--- src/rtl/float_issue_scoreboard.sv ---
`default_nettype none
// +--------------------------------------------------------------------------+
// | float_issue_scoreboard : FP issue hazard tracking for FAM ops and loads  |
// | Rev 1.0                                                                  |
// +--------------------------------------------------------------------------+
module float_issue_scoreboard #(
   parameter int reg_els_p              = 32,
   parameter int max_fam_outstanding_p  = 4,
   parameter int max_load_outstanding_p = 8
) (
   input  logic                                      clk_i,
   input  logic                                      reset_i,
   input  logic                                      issue_v_i,
   input  logic [$clog2(reg_els_p)-1:0]              rs1_i,
   input  logic [$clog2(reg_els_p)-1:0]              rs2_i,
   input  logic [$clog2(reg_els_p)-1:0]              rs3_i,
   input  logic [$clog2(reg_els_p)-1:0]              rd_i,
   input  logic                                      op_reads_frf1_i,
   input  logic                                      op_reads_frf2_i,
   input  logic                                      op_reads_frf3_i,
   input  logic                                      op_writes_frf_i,
   input  logic                                      is_fam_op_i,
   input  logic                                      is_load_op_i,
   input  logic                                      is_fcsr_op_i,
   input  logic                                      op_writes_fflags_i,
   input  logic                                      issue_accept_i,
   input  logic                                      fam_wb_v_i,
   input  logic [$clog2(reg_els_p)-1:0]              fam_wb_rd_i,
   input  logic                                      fam_wb_fflags_i,
   input  logic                                      load_wb_v_i,
   input  logic [$clog2(reg_els_p)-1:0]              load_wb_rd_i,
   output logic                                      issue_ready_o,
   output logic [reg_els_p-1:0]                      busy_o,
   output logic [$clog2(max_fam_outstanding_p+1)-1:0] fam_pending_o,
   output logic                                      drained_o
);

   localparam int c_fam_w = $clog2(max_fam_outstanding_p + 1);
   localparam int c_ld_w  = $clog2(max_load_outstanding_p + 1);

   localparam logic [c_fam_w-1:0] c_fam_max = c_fam_w'(max_fam_outstanding_p);
   localparam logic [c_ld_w-1:0]  c_ld_max  = c_ld_w'(max_load_outstanding_p);
   localparam logic [c_fam_w-1:0] c_fam_one = c_fam_w'(1);
   localparam logic [c_ld_w-1:0]  c_ld_one  = c_ld_w'(1);

   logic [reg_els_p-1:0] busy_q, busy_d;
   logic [c_fam_w-1:0]   fam_cnt_q, fam_cnt_d;
   logic [c_fam_w-1:0]   ff_cnt_q, ff_cnt_d;
   logic [c_ld_w-1:0]    load_cnt_q, load_cnt_d;

   logic                 w_hazard;
   logic                 w_fire;
   logic                 w_fam_inc, w_ff_inc, w_ld_inc;
   logic                 w_fam_dec, w_ff_dec, w_ld_dec;
   logic [reg_els_p-1:0] w_set_mask, w_clr_mask;

   assign w_hazard = (op_reads_frf1_i & busy_q[rs1_i])
                   | (op_reads_frf2_i & busy_q[rs2_i])
                   | (op_reads_frf3_i & busy_q[rs3_i])
                   | (op_writes_frf_i & busy_q[rd_i])
                   | (is_fam_op_i     & (fam_cnt_q == c_fam_max))
                   | (is_load_op_i    & (load_cnt_q == c_ld_max))
                   | (is_fcsr_op_i    & (ff_cnt_q != '0));

   assign issue_ready_o = issue_v_i & ~reset_i & ~w_hazard;

   // An accept without ready is illegal; gating by ready keeps state untouched.
   assign w_fire    = issue_v_i & issue_accept_i & issue_ready_o;
   assign w_fam_inc = w_fire & is_fam_op_i;
   assign w_ff_inc  = w_fam_inc & op_writes_fflags_i;
   assign w_ld_inc  = w_fire & is_load_op_i;

   // Writebacks to idle registers or empty counters are dropped to avoid wrap.
   assign w_fam_dec = fam_wb_v_i & busy_q[fam_wb_rd_i] & (fam_cnt_q != '0);
   assign w_ff_dec  = w_fam_dec & fam_wb_fflags_i & (ff_cnt_q != '0);
   assign w_ld_dec  = load_wb_v_i & busy_q[load_wb_rd_i] & (load_cnt_q != '0);

   always_comb begin
      w_set_mask = '0;
      w_clr_mask = '0;
      if (w_fire & (is_fam_op_i | is_load_op_i) & op_writes_frf_i) w_set_mask[rd_i] = 1'b1;
      if (w_fam_dec) w_clr_mask[fam_wb_rd_i]  = 1'b1;
      if (w_ld_dec)  w_clr_mask[load_wb_rd_i] = 1'b1;
      busy_d = (busy_q & ~w_clr_mask) | w_set_mask;

      fam_cnt_d = fam_cnt_q;
      if (w_fam_inc & ~w_fam_dec)      fam_cnt_d = fam_cnt_q + c_fam_one;
      else if (~w_fam_inc & w_fam_dec) fam_cnt_d = fam_cnt_q - c_fam_one;

      ff_cnt_d = ff_cnt_q;
      if (w_ff_inc & ~w_ff_dec)        ff_cnt_d = ff_cnt_q + c_fam_one;
      else if (~w_ff_inc & w_ff_dec)   ff_cnt_d = ff_cnt_q - c_fam_one;

      load_cnt_d = load_cnt_q;
      if (w_ld_inc & ~w_ld_dec)        load_cnt_d = load_cnt_q + c_ld_one;
      else if (~w_ld_inc & w_ld_dec)   load_cnt_d = load_cnt_q - c_ld_one;
   end

   always_ff @(posedge clk_i) begin
      if (reset_i) begin
         busy_q     <= '0;
         fam_cnt_q  <= '0;
         ff_cnt_q   <= '0;
         load_cnt_q <= '0;
      end else begin
         busy_q     <= busy_d;
         fam_cnt_q  <= fam_cnt_d;
         ff_cnt_q   <= ff_cnt_d;
         load_cnt_q <= load_cnt_d;
      end
   end

   assign busy_o        = busy_q;
   assign fam_pending_o = fam_cnt_q;
   assign drained_o     = (fam_cnt_q == '0) & (load_cnt_q == '0);

   a_accept_ready: assert property (@(posedge clk_i) disable iff (reset_i)
      issue_accept_i |-> issue_ready_o);
   a_fam_wb_legal: assert property (@(posedge clk_i) disable iff (reset_i)
      fam_wb_v_i |-> (busy_q[fam_wb_rd_i] && (fam_cnt_q != '0)));
   a_ff_wb_legal: assert property (@(posedge clk_i) disable iff (reset_i)
      (fam_wb_v_i && fam_wb_fflags_i) |-> (ff_cnt_q != '0));
   a_ld_wb_legal: assert property (@(posedge clk_i) disable iff (reset_i)
      load_wb_v_i |-> (busy_q[load_wb_rd_i] && (load_cnt_q != '0)));

endmodule
`default_nettype wire
--- config.mk ---
export PLATFORM = sky130hd
export DESIGN_NAME = float_issue_scoreboard
export DESIGN_NICKNAME = d
export VERILOG_FILES = /design/src/rtl/float_issue_scoreboard.sv
export SDC_FILE = /design/constraint.sdc
export NUM_CORES = 1
export LEC_CHECK = 0
export BUFFER_PORTS_ARGS = -buffer_cell sky130_fd_sc_hd__buf_2
export CAP_MARGIN = 40
export CELL_PAD_IN_SITES_DETAIL_PLACEMENT = 0
export CELL_PAD_IN_SITES_GLOBAL_PLACEMENT = 1
export CORE_MARGIN = 8
export CORE_UTILIZATION = 47
export CTS_CLUSTER_SIZE = 20
export DETAILED_ROUTE_END_ITERATION = 6
export PLACE_DENSITY_LB_ADDON = 0.1
export SLEW_MARGIN = 10
export SYNTH_ARGS = -nofsm -noshare
export SYNTH_HDL_FRONTEND = slang
export SYNTH_SLANG_ARGS = --single-unit
--- constraint.sdc ---
create_clock -name clk_i -period 8.7 [get_ports clk_i]
set_clock_uncertainty 0.15 [all_clocks]
set_input_delay 1.74 -clock clk_i [delete_from_list [all_inputs] [get_ports clk_i]]
set_output_delay 1.74 -clock clk_i [all_outputs]
set_load 0.02 [all_outputs]
Word level (Yosys, flattened, before mapping)
Cells that the tools add are included.

$lt $le $gt $ge: 9. Mux-type cells: 27. Add/subtract/negate cells: 6. Bitwise gates (word level): 48. Equal/unequal tests: 2. Reduce and logical (&&, ||, !) cells: 11.

Operators with widths (number): 2-to-1 mux 32 bit (3); bitwise OR 32 bit (2); < comparator 5 x 6 -> 1 bit (second input constant) (6); bitwise AND 32 bit (1); inverter 32 bit (1); binary-select mux 1 bit (select 5 bit) (6); bitwise AND 1 bit (29); demux 1 bit (select 5 bit) (3); greater-or-equal comparator 5 x 1 -> 1 bit (second input constant) (3); 2-to-1 mux 3 bit (4); 2-to-1 mux 1 bit (9); 2-to-1 mux 4 bit (2); inverter 1 bit (8); bitwise OR 1 bit (7); adder 3 x 1 -> 3 bit (second input constant) (2); nonzero test 2 bit (3); nonzero test 3 bit (2); subtractor 3 x 1 -> 3 bit (second input constant) (2); adder 4 x 1 -> 4 bit (second input constant) (1); equality test 4 bit (second input constant) (1); zero test 4 bit (1); nonzero test 4 bit (1); subtractor 4 x 1 -> 4 bit (second input constant) (1); equality test 3 bit (second input constant) (1); other kinds (2) (4).

Output and inout bits: 37. Logic and storage cells: 107. Register bits: 42. Input port bits: 45.

Longest topological paths before layout
Gate-level depths: netlist of the first run.

Depth after elaboration: 18. Gate-level depth with buffers: 17. Gate-level depth less buffers: 14.

Worst setup path before layout of the first run
OpenSTA, ideal clock, no wires.

Path type: input -> output. Start point: in rs3_i[0]. End point: out issue_ready_o. Data required time: 6810 ps. Buffers on the path: 2. Cell stages on the path: 8. Path slack: 3138 ps. Data arrival time: 3672 ps. Cell sequence: buf_2 > mux4_2 > mux2i_1 > o221ai_1 > a41o_1 > a21o_2 > buf_2 > nor2_1.

Cells in the longest elaborated chain, start to end: 10.

RTL lines: from (decl) (line 16) `input logic [$clog2(reg_els_p)-1:0] rs3_i,`; binary-select mux 1 bit (select 5 bit) (line 59) `| (op_reads_frf3_i & busy_q[rs3_i])`; 2-to-1 mux 1 bit (implied by the code) (line 59); bitwise AND 1 bit (line 59); bitwise OR 1 bit (line 59); bitwise OR 1 bit (line 60) `| (op_writes_frf_i & busy_q[rd_i])`; bitwise OR 1 bit (line 61) `| (is_fam_op_i & (fam_cnt_q == c_fam_max))`; bitwise OR 1 bit (line 62) `| (is_load_op_i & (load_cnt_q == c_ld_max))`; bitwise OR 1 bit (line 63) `| (is_fcsr_op_i & (ff_cnt_q != '0));`; inverter 1 bit (line 65) `assign issue_ready_o = issue_v_i & ~reset_i & ~w_hazard;`; bitwise AND 1 bit (line 65); to (decl) (line 32) `output logic issue_ready_o,`.

No other way between the ends. The select of a mux whose other input is x is not followed.

Worst setup path in the final report of the first run
Start point: in rd_i[1]. End point: out issue_ready_o.

Cells in the longest elaborated chain, start to end: 9.

RTL lines: from (decl) (line 17) `input logic [$clog2(reg_els_p)-1:0] rd_i,`; binary-select mux 1 bit (select 5 bit) (line 60); 2-to-1 mux 1 bit (implied by the code) (line 60); bitwise AND 1 bit (line 60); bitwise OR 1 bit (line 60); bitwise OR 1 bit (line 61); bitwise OR 1 bit (line 62); bitwise OR 1 bit (line 63); inverter 1 bit (line 65); bitwise AND 1 bit (line 65).

No other way between the ends. The select of a mux whose other input is x is not followed.

==> results.py, run 1 <==
metrics = {
    "routing": {
        "post_drt_wl_per_cell_um": 24.5,
        "drt-initial-drc-count": 450,
        "avgViaCountPerCell": 6.71,
        "drc": 0,
        "drt_first_pass_iters": 5,
        "ant_nets": 0,
        "drt-total-wl_um": 15700,
        "vias": 4309,
    },
    "sta": {
        "maxSlewViolCount": 0,
        "finalSetupTns_ps": 0,
        "finalHoldViolations": 0,
        "slew_headroom_pct": 46.4,
        "finalSetupViolCount": 0,
        "rsz0062_at_grt": "false",
        "period_share_pct": 68.8,
        "fin_ws_ps": 2720,
        "finalCriticalPeriod_ps": 5980,
        "whs_ps": 344,
        "fmax_mhz": 167,
        "worst_pin_slew_ps": 804,
    },
    "cells_and_area": {
        "seq_area_um2": 841,
        "multi_input_area_um2": 3290,
        "drive_gt1_share_pct": 31.6,
        "layout_commonest_cell": "buf_2",
        "final_nets": 583,
        "nFillCells": 866,
        "syn2layout_area_growth_pct": 9.96,
        "antenna_cells": 0,
        "post-route-util_pct": 52.9,
        "final_cell_mix": "buf_2, nand2_1, dfxtp_1",
    },
    "setup_path": {
        "worstPathArrival_ps": 4090,
        "critPathKind": "input pin to output pin",
        "worst-path-max-fanout": 36,
        "crit_required_ps": 6810,
        "worst_setup_path_start_kind": "input pin",
        "end_kind": "output pin",
    },
    "outcome": {
        "status": "completed",
    },
    "grt": {
        "antenna_found_initial": 1,
        "grt_pass1_vias": 4287,
        "grt_start_max_net_pins": 45,
        "grt.overflow.total": 0,
        "grt.total_usage_pct": 24.8,
        "grt_first_pass_wirelength_um": 24500,
    },
    "cts": {
        "numCtsBuffers": 5,
        "clk_pin_slew_ps": 90,
        "cts_resized": 0,
        "post-cts-setup-buffer-count": 0,
        "cts_hold_buf": 0,
        "cts_buffer_depth": 2,
        "cts_max_level": 2,
        "cts_tree": "done",
        "cts.sinks": 42,
        "clk_latency_ps": 300,
        "root_buffer": "clkbuf_8",
    },
    "floorplanning": {
        "die-area_um2": 12800,
        "die_x_um": 113,
        "coreArea_um2": 9200,
        "initial_utilization_pct": 48.1,
        "row_count": 35,
        "die_h_um": 113,
        "top_level_ports": 82,
    },
    "yosys": {
        "async_flop_share_pct": 0,
        "ys.warnings.count": 0,
        "ys_seq_elements": 42,
        "synth_top_flop_cell": "dfxtp_1",
        "netlist_instances": 479,
        "syn_area_per_cell_um2": 9.23,
        "yosysUniqueCellTypes": 58,
        "synthesis.nets": 532,
        "yosysTopAreaCell": "dfxtp_1",
        "synthesis.area_um2": 4420,
        "ys_seq_area_share_pct": 19.0,
        "synth_edf_count": 0,
        "yosysTopAreaCellShare_pct": 19.0,
        "ys_top_cells_by_area": "dfxtp_1, mux4_2, o221ai_1",
    },
    "placed_design": {
        "pre_cts_slack_ps": 2750,
        "gp_congestion": 0.848,
        "dp_hpwl_um": 11300,
        "port_buffers": 81,
    },
    "power": {
        "power_density_nw_per_um2": 93.4,
        "max-vdd-ir-drop_mv": 0.0652,
        "leakagePower_nw": 1.81,
    },
    "hold_path": {
        "hold_class": "register to register",
    },
    "run": {
        "cap_violations": 0,
    },
}
[cells in the mapped netlist (10+ instances only)]
| cell type | count |
|---|---|
| dfxtp_1 | 42 |
| o221ai_1 | 38 |
| nor3_1 | 38 |
| mux4_2 | 36 |
| nand2_1 | 48 |
| o21ai_2 | 10 |
| clkbuf_1 | 15 |
| mux2i_1 | 22 |
| o21ai_1 | 23 |
| inv_1 | 10 |
| nor2b_1 | 36 |
| nor2_1 | 17 |
| nand3_1 | 13 |
[area by class of cell]
cell class              count  share of cell area, %
repair buffers             83                   8.91
inverters                  11                  0.849
clock inverters             3                  0.901
multi-input cells         387                   67.8
well taps                 111                   2.86
flip-flops and latches     42                   17.3
clock buffers               5                   1.42
[registers in the layout, summed over array words and instances, names as in the netlist]
signal	count
ff_cnt_q	3
fam_pending_o	3
load_cnt_q	4
busy_o	32
[power by group]
part           internal (W)  switching (W)
Sequential         0.000193     0.00000215
Combinational     0.0000345      0.0000594
Clock             0.0000862      0.0000782
Total              0.000314       0.000140
[worst max-delay path: stages]
cell and delay (ps):
buf_2 260, or3b_2 600, o22ai_1 160, a21oi_1 60, o221ai_1 250, a21o_2 690, nor2_1 110, buf_2 190
[per-layer routing]
layer  wire length, um  vias to the layer above  track usage [%]
met5                 0                        -                0
met4               705                        0             10.7
met3              1460                       46             4.58
met2              6860                      221             37.6
met1              6690                     2081             33.7
li1                  -                     1961                -
[final timing paths]
| kind | start | endpoint | slack [ps] | cells after the start |
|---|---|---|---|---|
| min reg2reg | ff_cnt_q[2]$_SDFFE_PP0P_ | ff_cnt_q[2]$_SDFFE_PP0P_ | 340 | 2 |
| min | ff_cnt_q[2]$_SDFFE_PP0P_ | ff_cnt_q[2]$_SDFFE_PP0P_ | 340 | 2 |
| max | rd_i[1] | issue_ready_o | 2720 | 8 |
| max reg2reg | busy_o[12]$_SDFF_PP0_ | load_cnt_q[3]$_SDFFE_PP0P_ | 4560 | 14 |
[kinds of logic after synthesis]
group / count (synthesis) / share of synthesized area (%)
simple gates: 193 / 22.8
compound gates: 106 / 18.0
mux: 73 / 29.5
buf+inv: 50 / 6.54
flops: 42 / 19.0
fa+ha+maj: 8 / 2.77
xor+xnor: 7 / 1.39
[through the flow]
step	std cells	total power, W	area [um2]
final	642	0.000454	4860
after global routing	642	0.000472	4860
after detailed placement	634	0.000293	4750
after CTS	642	0.000455	4860
after floorplan	479	0.000270	4420
after global placement	633	0.000290	4730
(Power assumes the default switching activity.)
==> inputs of run 2 (changes only) <==
Settings changed: ABC_AREA set to 1, CORE_UTILIZATION 47 to 36.
Clock period 8.7 ns to 4.9 ns, I/O delays scaled along.
==> run 2 against run 1 <==
Effect of this change: cell count up 64%; global-route usage is 1.4 points lower; setup slack worse by 1900 ps; die area grew 38%; critical path depth increased by 5; non-clock buffer count up 9; hold slack worse by 22 ps; highest routed layer unchanged.
==> results.py, run 2 <==
metrics = {
    "outcome": {
        "status": "completed",
    },
    "routing": {
        "drc": 0,
        "drt_first_pass_iters": 7,
        "drt-total-wl_um": 21400,
        "vias": 6172,
        "post_drt_wl_per_cell_um": 20.4,
        "avgViaCountPerCell": 5.87,
        "ant_nets": 0,
        "drt-initial-drc-count": 777,
    },
    "power": {
        "power.share.switching_pct": 33.1,
        "pwr-share-seq_pct": 39.7,
        "p_total_w": 0.000875,
        "power_density_nw_per_um2": 161,
        "leakagePower_nw": 2.11,
        "power_frac_comb_pct": 23.9,
        "p_clk_share_pct": 36.4,
        "internal_power_w": 0.000585,
        "netSwitchingPower_w": 0.000289,
        "max-vdd-ir-drop_mv": 0.136,
    },
    "grt": {
        "antenna_found_initial": 0,
        "grt_pass1_vias": 5601,
        "grt_first_pass_wirelength_um": 32800,
        "grt_start_max_net_pins": 37,
        "grt.total_usage_pct": 23.4,
        "grt.overflow.total": 0,
    },
    "cells_and_area": {
        "drive_gt1_share_pct": 17.7,
        "layout_commonest_cell": "nand2_1",
        "final_cell_mix": "nand2_1, nand3_1, nor2_1, buf_2, nand4_1",
        "syn2layout_area_growth_pct": 11.4,
        "final_cells": 1052,
        "antenna_cells": 0,
        "final_nets": 929,
        "largest_reg_flops": 32,
    },
    "setup_path": {
        "worst-path-max-fanout": 33,
        "slowest_delay_ps": 310,
        "crit_required_ps": 3770,
        "critPathKind": "input pin to output pin",
        "crit_chain": "buf_2, inv_1, nand2_1, nand3_1, nand3_1, nand2_1, a21oi_1, nand2_1, nand3_1, nand2_1, nor2_4, buf_4, buf_2",
        "worstPathArrival_ps": 2990,
        "worst_path_most_repeated_cell": "nand2_1",
        "end_kind": "output pin",
        "slowest_stage": "buf_4",
        "worst_setup_path_start_kind": "input pin",
    },
    "yosys": {
        "yosysTopAreaCell": "dfxtp_1",
        "ys.warnings.count": 0,
        "synthesis.area_um2": 4890,
        "netlist_instances": 823,
        "synthTopCellsByCount": "nand2_1, nand3_1, nor2_1, nand4_1, inv_1",
        "yosysTopAreaCellShare_pct": 17.2,
        "ys_seq_area_share_pct": 17.2,
        "synth_edf_count": 0,
        "synth.most_common_cell": "nand2_1",
        "async_flop_share_pct": 0,
        "synthesis.nets": 876,
        "ys_seq_elements": 42,
        "synth_top_flop_cell": "dfxtp_1",
        "syn_area_per_cell_um2": 5.94,
        "yosysUniqueCellTypes": 36,
        "ys_top_cells_by_area": "dfxtp_1, nand2_1, nand3_1",
    },
    "floorplanning": {
        "top_level_ports": 82,
        "row_count": 42,
        "coreArea_um2": 13200,
        "die_h_um": 133,
        "die-area_um2": 17600,
        "initial_utilization_pct": 36.9,
        "die_x_um": 133,
    },
    "sta": {
        "finalHoldViolations": 0,
        "period_share_pct": 84.1,
        "worst_pin_slew_ps": 846,
        "finalSetupViolCount": 0,
        "finalCriticalPeriod_ps": 4120,
        "rsz0062_at_grt": "false",
        "slew_headroom_pct": 43.2,
        "finalSetupTns_ps": 0,
        "fmax_mhz": 243,
        "maxSlewViolCount": 0,
        "fin_ws_ps": 777,
    },
    "hold_path": {
        "hold_class": "register to register",
    },
    "run": {
        "cap_violations": 0,
    },
    "placed_design": {
        "gp_congestion": 0.872,
        "placedCellCount": 1045,
        "dp_hpwl_um": 15200,
        "port_buffers": 81,
        "pre_cts_slack_ps": 531,
    },
    "cts": {
        "root_buffer": "clkbuf_16",
        "cts.sinks": 42,
        "post-cts-setup-buffer-count": 0,
        "cts_max_level": 2,
        "cts_tree": "done",
        "cts_buffer_depth": 2,
        "clk_pin_slew_ps": 60,
        "cts_resized": 0,
        "cts_hold_buf": 0,
        "clk_latency_ps": 280,
        "numCtsBuffers": 5,
    },
}
==> run 2: power groups by stage <==
| stage | Clock [W] | Combinational (W) | Sequential (W) |
|---|---|---|---|
| 2_1_floorplan | 0 | 0.000141 | 0.000355 |
| 3_3_place_gp | 0 | 0.000200 | 0.000355 |
| 3_5_place_dp | 0 | 0.000205 | 0.000355 |
| 4_1_cts | 0.000322 | 0.000205 | 0.000347 |
| 5_1_grt | 0.000334 | 0.000228 | 0.000348 |
| 6_report | 0.000319 | 0.000209 | 0.000347 |
==> run 2: through the flow <==
stage	util, %	hold slack [ps]	cell area [um2]
2_1_floorplan	-	289	4890
3_3_place_gp	40.0	312	5300
3_5_place_dp	40.1	324	5310
4_1_cts	41.1	333	5440
5_1_grt	41.1	359	5440
6_report	41.1	323	5440
==> run 2: critical path: cells and delay by family <==
kind,cells,cell delay (ps)
buffers and inverters,4,1110
AOI/OAI and AO/OA,1,110
and+or+nand+nor,8,790
==> run 2: worst paths after layout <==
| kind | slack (ps) | cells after the start | start | endpoint |
|---|---|---|---|---|
| worst min-delay path | 320 | 2 | ff_cnt_q[2]$_SDFFE_PP0P_ | ff_cnt_q[2]$_SDFFE_PP0P_ |
| worst max-delay path | 780 | 13 | rs2_i[0] | issue_ready_o |
| worst max register to register | 1460 | 21 | busy_o[26]$_SDFF_PP0_ | load_cnt_q[3]$_SDFFE_PP0P_ |
| worst min register to register | 320 | 2 | ff_cnt_q[2]$_SDFFE_PP0P_ | ff_cnt_q[2]$_SDFFE_PP0P_ |
==> run 2: logic make-up (layout without fill, tap and decap cells) <==
| group | Yosys count | count (layout) | synth area share, % |
|---|---|---|---|
| simple gates | 558 | 558 | 56.1 |
| fa+ha+maj | 8 | 8 | 2.51 |
| buf+inv | 115 | 168 | 11.8 |
| compound gates | 96 | 96 | 11.7 |
| flops | 42 | 42 | 17.2 |
| xor+xnor | 4 | 4 | 0.717 |
==> run 2: cell type report <==
cell class / instances / area (um2)
fillers: 1493 / 7800
multi-input cells: 666 / 3480
flip-flops and latches: 42 / 841
repair buffers: 92 / 495
inverters: 69 / 274
well taps: 176 / 220
clock buffers: 7 / 133
==> run 2: per-layer routing <==
layer  track usage [%]  up-vias  part of all wire [%]
li1                  -     2929                     -
met1              33.5     2847                    45
met2              33.2      340                    41
met3              4.24       56                   9.9
met4              9.91        0                   3.8
met5                 0        -                     0
==> inputs of run 3 (changes only) <==
Settings changed: CORE_UTILIZATION 36 to 40.
Clock period 4.9 ns to 4.1 ns, I/O delays scaled along.
==> run 3 against run 2 <==
Effect of this change: global-route usage up 1.9 points; critical endpoint is now load_cnt_q[3]$_SDFFE_PP0P_; cell area up 3.0%; sequential cell count unchanged; register-to-register slack worse by 760 ps.
==> results.py, run 3 (synthesized netlist as in run 2, its figures left out) <==
metrics = {
    "cells_and_area": {
        "drive_gt1_share_pct": 19.8,
        "antenna_cells": 0,
        "final_nets": 949,
        "largest_reg_flops": 32,
        "final_cells": 1044,
        "final_area_um2": 5600,
        "layout_commonest_cell": "nand2_1",
        "syn2layout_area_growth_pct": 14.7,
        "final_cell_mix": "nand2_1, nand3_1, nor2_1",
    },
    "routing": {
        "drt-initial-drc-count": 600,
        "drc": 0,
        "drt_first_pass_iters": 6,
        "drt-total-wl_um": 21400,
        "vias": 6279,
        "avgViaCountPerCell": 6.01,
        "ant_nets": 0,
        "post_drt_wl_per_cell_um": 20.5,
    },
    "sta": {
        "finalHoldViolations": 0,
        "worst_pin_slew_ps": 651,
        "rsz0062_at_grt": "false",
        "finalCriticalPeriod_ps": 3680,
        "maxSlewViolCount": 0,
        "fmax_mhz": 271,
        "finalSetupTns_ps": 0,
        "slew_headroom_pct": 56.6,
        "period_share_pct": 89.9,
        "finalSetupViolCount": 0,
    },
    "placed_design": {
        "place_area_um2": 5440,
        "gp_congestion": 0.903,
        "placedCellCount": 1036,
        "port_buffers": 81,
        "dp_hpwl_um": 15500,
    },
    "cts": {
        "root_buffer": "clkbuf_16",
        "cts_max_level": 2,
        "cts_buffer_depth": 2,
        "clk_latency_ps": 280,
        "cts.sinks": 42,
        "numCtsBuffers": 5,
        "cts_hold_buf": 0,
        "post-cts-setup-buffer-count": 0,
        "clk_pin_slew_ps": 60,
        "cts_tree": "done",
    },
    "hold_path": {
        "hold_class": "register to register",
        "min_from": "ff_cnt_q[2]$_SDFFE_PP0P_",
    },
    "floorplanning": {
        "die-area_um2": 16000,
        "coreArea_um2": 12000,
        "die_h_um": 127,
        "die_x_um": 127,
        "initial_utilization_pct": 40.9,
        "row_count": 40,
        "top_level_ports": 82,
    },
    "setup_path": {
        "worst_path_most_repeated_cell": "nand2_1",
        "end_kind": "register",
        "slowest_stage": "nor2_1",
        "endpoint": "load_cnt_q[3]$_SDFFE_PP0P_",
        "worst-path-max-fanout": 14,
        "cp.depth": 24,
        "worst_setup_path_start_kind": "input pin",
        "crit_start": "rd_i[1]",
        "rr_endpoint": "load_cnt_q[3]$_SDFFE_PP0P_",
        "crit_required_ps": 4120,
        "reg2reg_depth": 21,
        "critPathKind": "input pin to register",
        "crit_chain": "buf_2, inv_4, nor2_1, nand2_1, nand4_1, nand2_1, nand2_1, nor2_1, nand2_1, nand2_1, nand3_2, nor2_4, nand2_1, nor2_1, ha_1, inv_1, ha_1, and3_1, a211oi_1, nor2_1, nor2_1, nand2_1, o21ai_0, a21oi_1",
        "slowest_delay_ps": 360,
        "cp_top_family": "simple AND/OR/NAND/NOR gates",
        "r2r_start": "busy_o[12]$_SDFF_PP0_",
        "cp_num_buf_inv": 3,
        "worstPathArrival_ps": 3710,
        "ff2ff_setup_slack_ps": 700,
    },
    "power": {
        "max-vdd-ir-drop_mv": 0.217,
        "leakagePower_nw": 2.24,
        "p_total_w": 0.00112,
        "power_density_nw_per_um2": 200,
    },
    "grt": {
        "grt.total_usage_pct": 25.3,
        "grt_pass1_vias": 5580,
        "grt.overflow.total": 0,
        "grt_first_pass_wirelength_um": 31900,
        "antenna_found_initial": 0,
        "grt_start_max_net_pins": 37,
    },
    "run": {
        "cap_violations": 0,
    },
    "outcome": {
        "status": "completed",
    },
}
-- run 3: worst min-delay path by stage --
stage,end,cells past startpoint
global route,ff_cnt_q[2]$_SDFFE_PP0P_,2
CTS,ff_cnt_q[2]$_SDFFE_PP0P_,2
finish,ff_cnt_q[2]$_SDFFE_PP0P_,2
detailed placement,ff_cnt_q[2]$_SDFFE_PP0P_,2
floorplan,ff_cnt_q[2]$_SDFFE_PP0P_,2
global placement,ff_cnt_q[2]$_SDFFE_PP0P_,2
-- run 3: power breakdown --
group	switching, W	total, W	internal (W)
combinational	0.000186	0.000261	0.0000757
clock	0.000159	0.000444	0.000285
sequential	0.00000440	0.000415	0.000411
-- run 3: what timing repair did --
action	4_1_cts	5_1_grt
setup endpoints to repair	0	1
endpoints found under the hold margin	0	0
gates resized for setup	0	1
-- run 3: per-stage QoR --
step | worst slack (ps) | utilization (%) | hold WS [ps]
floorplan | 500 | - | 289
CTS | 406 | 46.8 | 328
finish | 416 | 46.9 | 328
global route | 10.7 | 46.9 | 369
detailed placement | 109 | 45.4 | 318
global placement | 162 | 45.3 | 304
-- run 3: routing by layer --
metal	routed length [um]	up-vias	GRT usage, %
met1	8770	2916	33.0
met4	654	0	7.78
li1	-	2972	-
met5	0	-	0
met3	2580	46	7.50
met2	9350	345	39.2
-- run 3: final cells by class --
cell class              instances  area, um2
fillers                      1326       6360
multi-input cells             666       3480
flip-flops and latches         42        841
repair buffers                112        661
inverters                      69        274
well taps                     147        184
clock buffers                   5        125
clock inverters                 3       40.0
-- run 3: worst min-delay path, stage by stage, from the launching register on --
cell and delay (ps):
dfxtp_1 310, inv_1 60, a21oi_1 60
